### config.mk
export PLATFORM = sky130hd
export DESIGN_NAME = bcd_scan_display
export DESIGN_NICKNAME = d
export VERILOG_FILES = /design/src/rtl/bcd_scan_display.sv
export SDC_FILE = /design/constraint.sdc
export NUM_CORES = 1
export LEC_CHECK = 0
export ABC_AREA = 1
export CAP_MARGIN = 20
export CORE_ASPECT_RATIO = 0.7
export CORE_UTILIZATION = 50
export CTS_BUF_LIST = sky130_fd_sc_hd__clkbuf_8
export CTS_CLUSTER_DIAMETER = 40
export DETAILED_ROUTE_END_ITERATION = 16
export PLACE_DENSITY = 0.72
export SYNTH_ARGS = -nofsm -noshare
export SYNTH_HDL_FRONTEND = slang
export SYNTH_SLANG_ARGS = --single-unit
### constraint.sdc
create_clock -name clk -period 1.9 [get_ports clk]
set_clock_uncertainty 0.1 [all_clocks]
set_input_delay 0.38 -clock clk [delete_from_list [all_inputs] [get_ports clk]]
set_output_delay 0.38 -clock clk [all_outputs]
set_load 0.01 [all_outputs]
### src/rtl/bcd_scan_display.sv
// Binary-to-BCD converter (sequential double-dabble) driving a multiplexed active-low 7-segment display.
// Optional leading-zero blanking is enabled by defining SEG_LZB_EN.
module bcd_scan_display #(
  parameter int DATA_W      = 4,
  parameter int NDIG        = 2,
  parameter int REFRESH_DIV = 50000
) (
  input  logic              clk,
  input  logic              reset,
  input  logic [DATA_W-1:0] din,
  output logic              busy,
  output logic [6:0]        seg,
  output logic [NDIG-1:0]   an,
  output logic              dp_n
);

  localparam int BCD_W = 4 * NDIG;
  localparam int SR_W  = BCD_W + DATA_W;
  localparam int CNT_W = (DATA_W > 1) ? $clog2(DATA_W) : 1;
  localparam int PRE_W = $clog2(REFRESH_DIV);
  localparam int IDX_W = (NDIG > 1) ? $clog2(NDIG) : 1;

  generate
    if (10**NDIG <= 2**DATA_W) begin : g_ndig_too_small
      $error("bcd_scan_display: NDIG too small to hold 2**DATA_W-1 in decimal");
    end
    if (DATA_W < 1 || DATA_W > 8) begin : g_data_w_range
      $error("bcd_scan_display: DATA_W must be 1..8");
    end
    if (REFRESH_DIV < 2) begin : g_refresh_range
      $error("bcd_scan_display: REFRESH_DIV must be >= 2");
    end
  endgenerate

  typedef enum logic [1:0] {S_IDLE, S_SHIFT, S_DONE} state_t;

  state_t             r_state, w_state_next;
  logic [DATA_W-1:0]  r_shadow, w_shadow_next;
  logic [SR_W-1:0]    r_shift, w_shift_next, w_adj;
  logic [CNT_W-1:0]   r_cnt, w_cnt_next;
  logic               r_busy, w_busy_next;
  logic [BCD_W-1:0]   r_bcd, w_bcd_next;

  logic [PRE_W-1:0]   r_presc;
  logic [IDX_W-1:0]   r_idx;
  logic [6:0]         r_seg, w_seg_next;
  logic [NDIG-1:0]    r_an, w_an_next;
  logic [3:0]         w_digit [NDIG];
  logic [NDIG-1:0]    w_blank;

  function automatic logic [6:0] seg_decode(input logic [3:0] d);
    case (d)
      4'd0:    seg_decode = 7'h40;
      4'd1:    seg_decode = 7'h79;
      4'd2:    seg_decode = 7'h24;
      4'd3:    seg_decode = 7'h30;
      4'd4:    seg_decode = 7'h19;
      4'd5:    seg_decode = 7'h12;
      4'd6:    seg_decode = 7'h02;
      4'd7:    seg_decode = 7'h78;
      4'd8:    seg_decode = 7'h00;
      4'd9:    seg_decode = 7'h10;
      default: seg_decode = 7'h7F;
    endcase
  endfunction

  always_ff @(posedge clk or posedge reset) begin
    if (reset) begin
      r_state  <= S_IDLE;
      r_shadow <= '0;
      r_shift  <= '0;
      r_cnt    <= '0;
      r_busy   <= 1'b0;
      r_bcd    <= '0;
    end else begin
      r_state  <= w_state_next;
      r_shadow <= w_shadow_next;
      r_shift  <= w_shift_next;
      r_cnt    <= w_cnt_next;
      r_busy   <= w_busy_next;
      r_bcd    <= w_bcd_next;
    end
  end

  always_comb begin
    w_state_next  = r_state;
    w_shadow_next = r_shadow;
    w_shift_next  = r_shift;
    w_cnt_next    = r_cnt;
    w_busy_next   = r_busy;
    w_bcd_next    = r_bcd;
    // Add-3 correction on every BCD nibble before the shift
    w_adj = r_shift;
    for (int k = 0; k < NDIG; k++) begin
      if (r_shift[DATA_W + 4*k +: 4] >= 4'd5)
        w_adj[DATA_W + 4*k +: 4] = r_shift[DATA_W + 4*k +: 4] + 4'd3;
    end
    case (r_state)
      S_IDLE: begin
        if (din != r_shadow) begin
          w_shadow_next = din;
          w_shift_next  = {{BCD_W{1'b0}}, din};
          w_cnt_next    = '0;
          w_busy_next   = 1'b1;
          w_state_next  = S_SHIFT;
        end
      end
      S_SHIFT: begin
        w_shift_next = w_adj << 1;
        w_cnt_next   = r_cnt + 1'b1;
        if (r_cnt == CNT_W'(DATA_W - 1))
          w_state_next = S_DONE;
      end
      S_DONE: begin
        w_bcd_next   = r_shift[SR_W-1 -: BCD_W];
        w_busy_next  = 1'b0;
        w_state_next = S_IDLE;
      end
      default: w_state_next = S_IDLE;
    endcase
  end

  genvar gi;
  generate
    for (gi = 0; gi < NDIG; gi++) begin : g_digit
      assign w_digit[gi]   = r_bcd[4*gi +: 4];
      assign w_an_next[gi] = (r_idx != IDX_W'(gi));
`ifdef SEG_LZB_EN
      if (gi == 0) begin : g_units
        assign w_blank[gi] = 1'b0;
      end else begin : g_upper
        // Blank when this digit and every digit above it are zero
        assign w_blank[gi] = (r_bcd[BCD_W-1:4*gi] == '0);
      end
`else
      assign w_blank[gi] = 1'b0;
`endif
    end
  endgenerate

  assign w_seg_next = w_blank[r_idx] ? 7'h7F : seg_decode(w_digit[r_idx]);

  // Scan runs freely; conversion activity never stalls it
  always_ff @(posedge clk or posedge reset) begin
    if (reset) begin
      r_presc <= '0;
      r_idx   <= '0;
      r_seg   <= 7'h7F;
      r_an    <= '1;
    end else begin
      if (r_presc == PRE_W'(REFRESH_DIV - 1)) begin
        r_presc <= '0;
        r_idx   <= (r_idx == IDX_W'(NDIG - 1)) ? '0 : r_idx + 1'b1;
      end else begin
        r_presc <= r_presc + 1'b1;
      end
      r_an  <= w_an_next;
      r_seg <= w_seg_next;
    end
  end

  assign busy = r_busy;
  assign seg  = r_seg;
  assign an   = r_an;
  assign dp_n = 1'b1;

endmodule

==> flow_metrics.tcl, run 1 <==
set metrics [dict create \
    power_mw 4.23 \
    grt_max_degree 56 \
    clk_pin_slew_ns 0.10 \
    worstPathBufferInverterCount 1 \
    period_needed_ns 1.84 \
    status "completed" \
    n_fill_cell 464 \
    first_pass_iters 4 \
    timing.final.max_slew_violations 0 \
    drive_above_1_share 0.0964 \
    cp.arrival_ns 1.36 \
    path_delay_family "flip-flops" \
    r2r_start "r_idx" \
    htreeDepth 2 \
    syn_area_sq_um 2740 \
    power.internal_mw 2.57 \
    p_per_area_nw_per_um2 1360 \
    power_switching_mw 1.66 \
    cts_tree "done" \
    ff2ff_path_depth 8 \
    fin_ws_ns 0.0604 \
    regArea_sq_um 1390 \
    start_kind "register" \
    slowest_stage "dfstp_2" \
    drt-initial-drc-count 104 \
    multi_input_area_sq_um 1130 \
    grt_pass1_vias 1907 \
    hold_slack_ns 0.327 \
    boundaryPins 17 \
    fin_tns_setup_ns 0 \
    synthFlopType "dfrtp_1" \
    crit_type "register to output pin" \
    grt_overflow 0 \
    reg2reg_slack_ns 0.18 \
    grt_usage 0.184 \
    numCtsBuffers 5 \
    dp_cells 427 \
    routed_wl_mm 4.87 \
    drcViolationCount 0 \
    yosysWarnings 0 \
    clock_path_buffers 2 \
    finalNonFillerCells 435 \
    clkLatencyLatePin_ns 0.31 \
    cp_slowest_stage_delay_ns 0.53 \
    pwr-share-clk 0.156 \
    port_buffers 15 \
    synth-seq-cells 55 \
    die_w_microns 90.5 \
    initial_core_util 0.522 \
    ant_nets 0 \
    min_period_over_period 0.968 \
    fin_area_sq_um 3110 \
    gp_congestion 0.843 \
    root_buffer "clkbuf_8" \
    row_count 22 \
    hold_class "primary input to async pin" \
    grt_pass1_wl_mm 8.45 \
    synth_fp_nets 358 \
    crit_fanout 1 \
    fin_nets 379 \
    crit_path_cell_trace "clkdlybuf4s50_1" \
    wire_per_inst_microns 11.2 \
    syn_avg_cell_area_sq_um 8.05 \
    setup_viol 0 \
    num_antenna_cells 0 \
    hpwl_mm 3.51 \
    die_area_sq_um 5790 \
    via_per_inst 4.83 \
    area_growth_syn_to_layout_pct 13.4 \
    rsz0062_at_grt "false" \
    fmax_mhz 544 \
    end_kind "output pin" \
    r2r_end "seg[4]" \
    postSynthCellCount 341 \
    vias 2102 \
    synth-edff-count 0 \
    dp_slack_ns 0.0546 \
    p_sw_frac 0.392 \
    yosysSeqAreaShare 0.506 \
    synthArstFlopShare 1.00 \
    hold_buffers 0 \
    hold_viol 0 \
    yosysUniqueCellTypes 25 \
    antenna_found_initial 0 \
    place_area_sq_um 3020 \
    p_leak_nw 1.60 \
    pwr-share-comb 0.422 \
    fin_util 0.592 \
    required_ns 1.42 \
    p_seq_frac 0.423 \
    coreArea_sq_um 5260 \
    maxCapViolCount 0 \
    die_y_microns 64.0 \
    clock_sinks 55 \
    vdd_drop_max_mv 0.775 \
]
==> worst min-delay path, stage by stage <==
cell and delay (ns):
clkdlybuf4s50_1 0.41, inv_2 0.07, buf_12 0.27
==> what timing repair did <==
action,CTS,global route
resized for setup,0,2
hold endpoints to repair,0,0
setup endpoints to repair,0,5
buffers inserted,0,0
==> metal layers <==
layer	GRT usage	share of wire
met5	0	0
met4	0.0585	0.0051
met3	0.0357	0.064
met2	0.275	0.42
met1	0.271	0.51
==> layout by cell type (no fill, tap or decap), drive strengths merged <==
cell	instances
nand2	96
inv	51
dfrtp	46
nor2	37
o21ai	33
nand3	26
clkdlybuf4s50	15
ha	11
dfstp	9
xor2	8
buf	6
a21oi	5
clkbuf	5
nor3	4
or2	4
nand4	2
o31ai	1
nand3b	1
conb	1
clkinvlp	1
clkinv	1
==> power by group through the flow <==
stage	logic [mW]	registers [mW]	clock network, mW
after CTS	1.79	1.79	0.686
final	1.78	1.79	0.658
after global placement	1.74	1.79	0
after detailed placement	1.78	1.80	0
after global routing	2.06	1.83	0.731
after floorplan	1.21	1.80	0
==> registers in the layout, summed over array words and instances (netlist names) <==
name,flops
r_bcd,8
r_idx,1
r_shadow,4
seg,7
an,2
r_shift,12
r_state,2
busy,1
r_cnt,2
r_presc,16
==> cells by family after synthesis <==
family / count (synthesis) / share of synthesized area
and+or+nand+nor: 170 / 0.260
buffers and inverters: 57 / 0.0821
DFF: 55 / 0.506
AOI/OAI and AO/OA: 39 / 0.0748
adders and majority gates: 11 / 0.0502
xor gates and xnor gates: 8 / 0.0255
other: 1 / 0.00137
==> final cells by class <==
type	instances	area share
multi-input combinational	229	0.364
timing repair buffer	21	0.0708
clock inverter	3	0.00764
tap	72	0.0290
clock buffer	5	0.0221
sequential	55	0.447
inverter	50	0.0603
==> how the worst max path moves through the flow <==
stage | to | from | cells past startpoint | slack [ns]
detailed placement | r_shift[2] | din[1] | 10 | 0.05
global route | seg[0] | seg[0] | 1 | 0.01
finish | seg[0] | seg[0] | 1 | 0.06
CTS | seg[0] | seg[0] | 1 | 0.05
floorplan | busy | reset | 1 | 0.09
global placement | r_shadow[2] | din[1] | 9 | 0.08
==> synth_stat cells, types with 3 or more instances <==
cell,number,area [sq um]
nand2_1,93,349
inv_1,48,180
dfrtp_1,46,1150
nor2_1,36,135
o21ai_0,28,140
nand3_1,26,130
ha_1,11,138
dfstp_2,9,236
xor2_1,8,70.1
a21oi_1,5,25.0
clkbuf_1,4,15.0
nor3_1,4,20.0
buf_4,3,22.5
o21ai_1,3,15.0
Power figures use the tool's default switching activity.
==> run 2: changes to the inputs <==
Settings changed: CORE_MARGIN set to 8.
==> flow_metrics.tcl, run 2 (synthesized netlist as in run 1, its figures left out) <==
set metrics [dict create \
    fin_nets 382 \
    via_per_inst 4.77 \
    grt_max_degree 30 \
    grt_overflow 0 \
    mostFrequentLayoutCells "nand2_1 (93), inv_1 (47), dfrtp_1 (45), nor2_1 (36), o21ai_0 (28)" \
    drcViolationCount 0 \
    wire_per_inst_microns 11.0 \
    fin_area_sq_um 3140 \
    crit_type "register to output pin" \
    path_delay_family "flip-flops" \
    die_y_microns 78.0 \
    power.internal_mw 2.64 \
    cp_num_cells 1 \
    end_kind "output pin" \
    status "completed" \
    pwr-share-clk 0.169 \
    rsz0062_at_grt "false" \
    period_needed_ns 1.84 \
    fin_tns_setup_ns 0 \
    crit_fanout 1 \
    clkLatencyLatePin_ns 0.31 \
    setup_viol 0 \
    cts_tree "done" \
    row_count 22 \
    post_cts_buffers 0 \
    root_buffer "clkbuf_8" \
    largest_reg_flops 16 \
    pwr-share-comb 0.412 \
    routed_wl_mm 4.84 \
    drive_above_1_share 0.104 \
    p_seq_frac 0.419 \
    n_fill_cell 451 \
    fin_ws_ns 0.0561 \
    clk_pin_slew_ns 0.10 \
    drt-initial-drc-count 202 \
    hold_viol 0 \
    vdd_drop_max_mv 0.686 \
    fin_util 0.598 \
    gp_congestion 0.826 \
    reg2reg_slack_ns 0.19 \
    grt_pass1_vias 2038 \
    ant_nets 0 \
    power_mw 4.25 \
    grt_usage 0.133 \
    coreArea_sq_um 5260 \
    cp_slowest_stage_delay_ns 0.53 \
    num_antenna_cells 0 \
    die_area_sq_um 8150 \
    first_pass_iters 5 \
    p_per_area_nw_per_um2 1350 \
    grt_pass1_wl_mm 9.03 \
    required_ns 1.42 \
    hold_slack_ns 0.220 \
    boundaryPins 17 \
    r2r_start "r_idx" \
    layout_commonest_cell "nand2_1" \
    regMostFlops "r_presc" \
    cp.arrival_ns 1.36 \
    power_switching_mw 1.61 \
    dp_slack_ns 0.0419 \
    crit_path_cell_trace "clkdlybuf4s50_1" \
    min_period_over_period 0.970 \
    vias 2088 \
    reg_top3 "r_presc: 16 flops, r_shift: 12 flops, r_bcd: 8 flops" \
    hpwl_mm 3.56 \
    port_buffers 15 \
    ff2ff_path_depth 8 \
    p_leak_nw 1.62 \
    place_area_sq_um 3040 \
    finalNonFillerCells 438 \
    numCtsBuffers 5 \
    area_growth_syn_to_layout_pct 14.6 \
    slowest_stage "dfstp_2" \
    worstSetupStartpoint "seg[6]" \
    r2r_end "seg[4]" \
    fmax_mhz 542 \
    dp_cells 430 \
    start_kind "register" \
    timing.final.max_slew_violations 0 \
    worstPathBufferInverterCount 1 \
    antenna_found_initial 0 \
    clock_path_buffers 2 \
    initial_core_util 0.522 \
    clock_sinks 55 \
    htreeDepth 2 \
    hold_class "primary input to async pin" \
    die_w_microns 105 \
    p_sw_frac 0.380 \
    maxCapViolCount 0 \
]
## run 2: changes by cell type in the layout (fill, tap and decap cells not counted), sizes merged
cell	change
inv	-1
clkbuf	+2
clkinv	-1
buf	+3
## run 2: worst max path at each step
stage                            end  slack (ns)
after CTS                     seg[6]        0.04
after global routing          seg[4]       0.002
final                         seg[6]        0.06
after detailed placement  r_shift[9]        0.04
after floorplan                 busy        0.09
after global placement    r_shift[8]        0.08
## run 2: layout make-up
class | instances | area (sq um) | area share
clock buffers | 7 | 96.3 | 0.0306
clock inverters | 1 | 7.51 | 0.00239
inverters | 50 | 188 | 0.0597
multi-input cells | 229 | 1130 | 0.360
flip-flops and latches | 55 | 1390 | 0.442
well taps | 72 | 90.1 | 0.0287
repair buffers | 24 | 243 | 0.0772
## run 2: metal layers
metal  GRT usage  share of wire
met5           0              0
met4      0.0604          0.014
met3      0.0363          0.045
met2       0.195           0.42
met1       0.179           0.52
## run 2: timing repair
action / in CTS / in global routing
hold buffers: 0 / 0
setup endpoints to repair: 0 / 3
resized for setup: 0 / 1
## run 2: power by group through the flow
stage               combinational (mW)  sequential, mW  clock (mW)
detailed placement                1.76            1.80           0
global route                      2.07            1.83       0.775
finish                            1.75            1.78       0.717
floorplan                         1.21            1.80           0
CTS                               1.77            1.78       0.738
global placement                  1.72            1.79           0
## run 2: worst register-to-register path, cell delays in order, from the launching register on
cell	delay, ns
dfrtp_2	0.47
inv_2	0.08
or2_0	0.23
o21ai_2	0.15
inv_1	0.12
ha_1	0.22
inv_1	0.07
nand2_1	0.05
a21oi_1	0.16
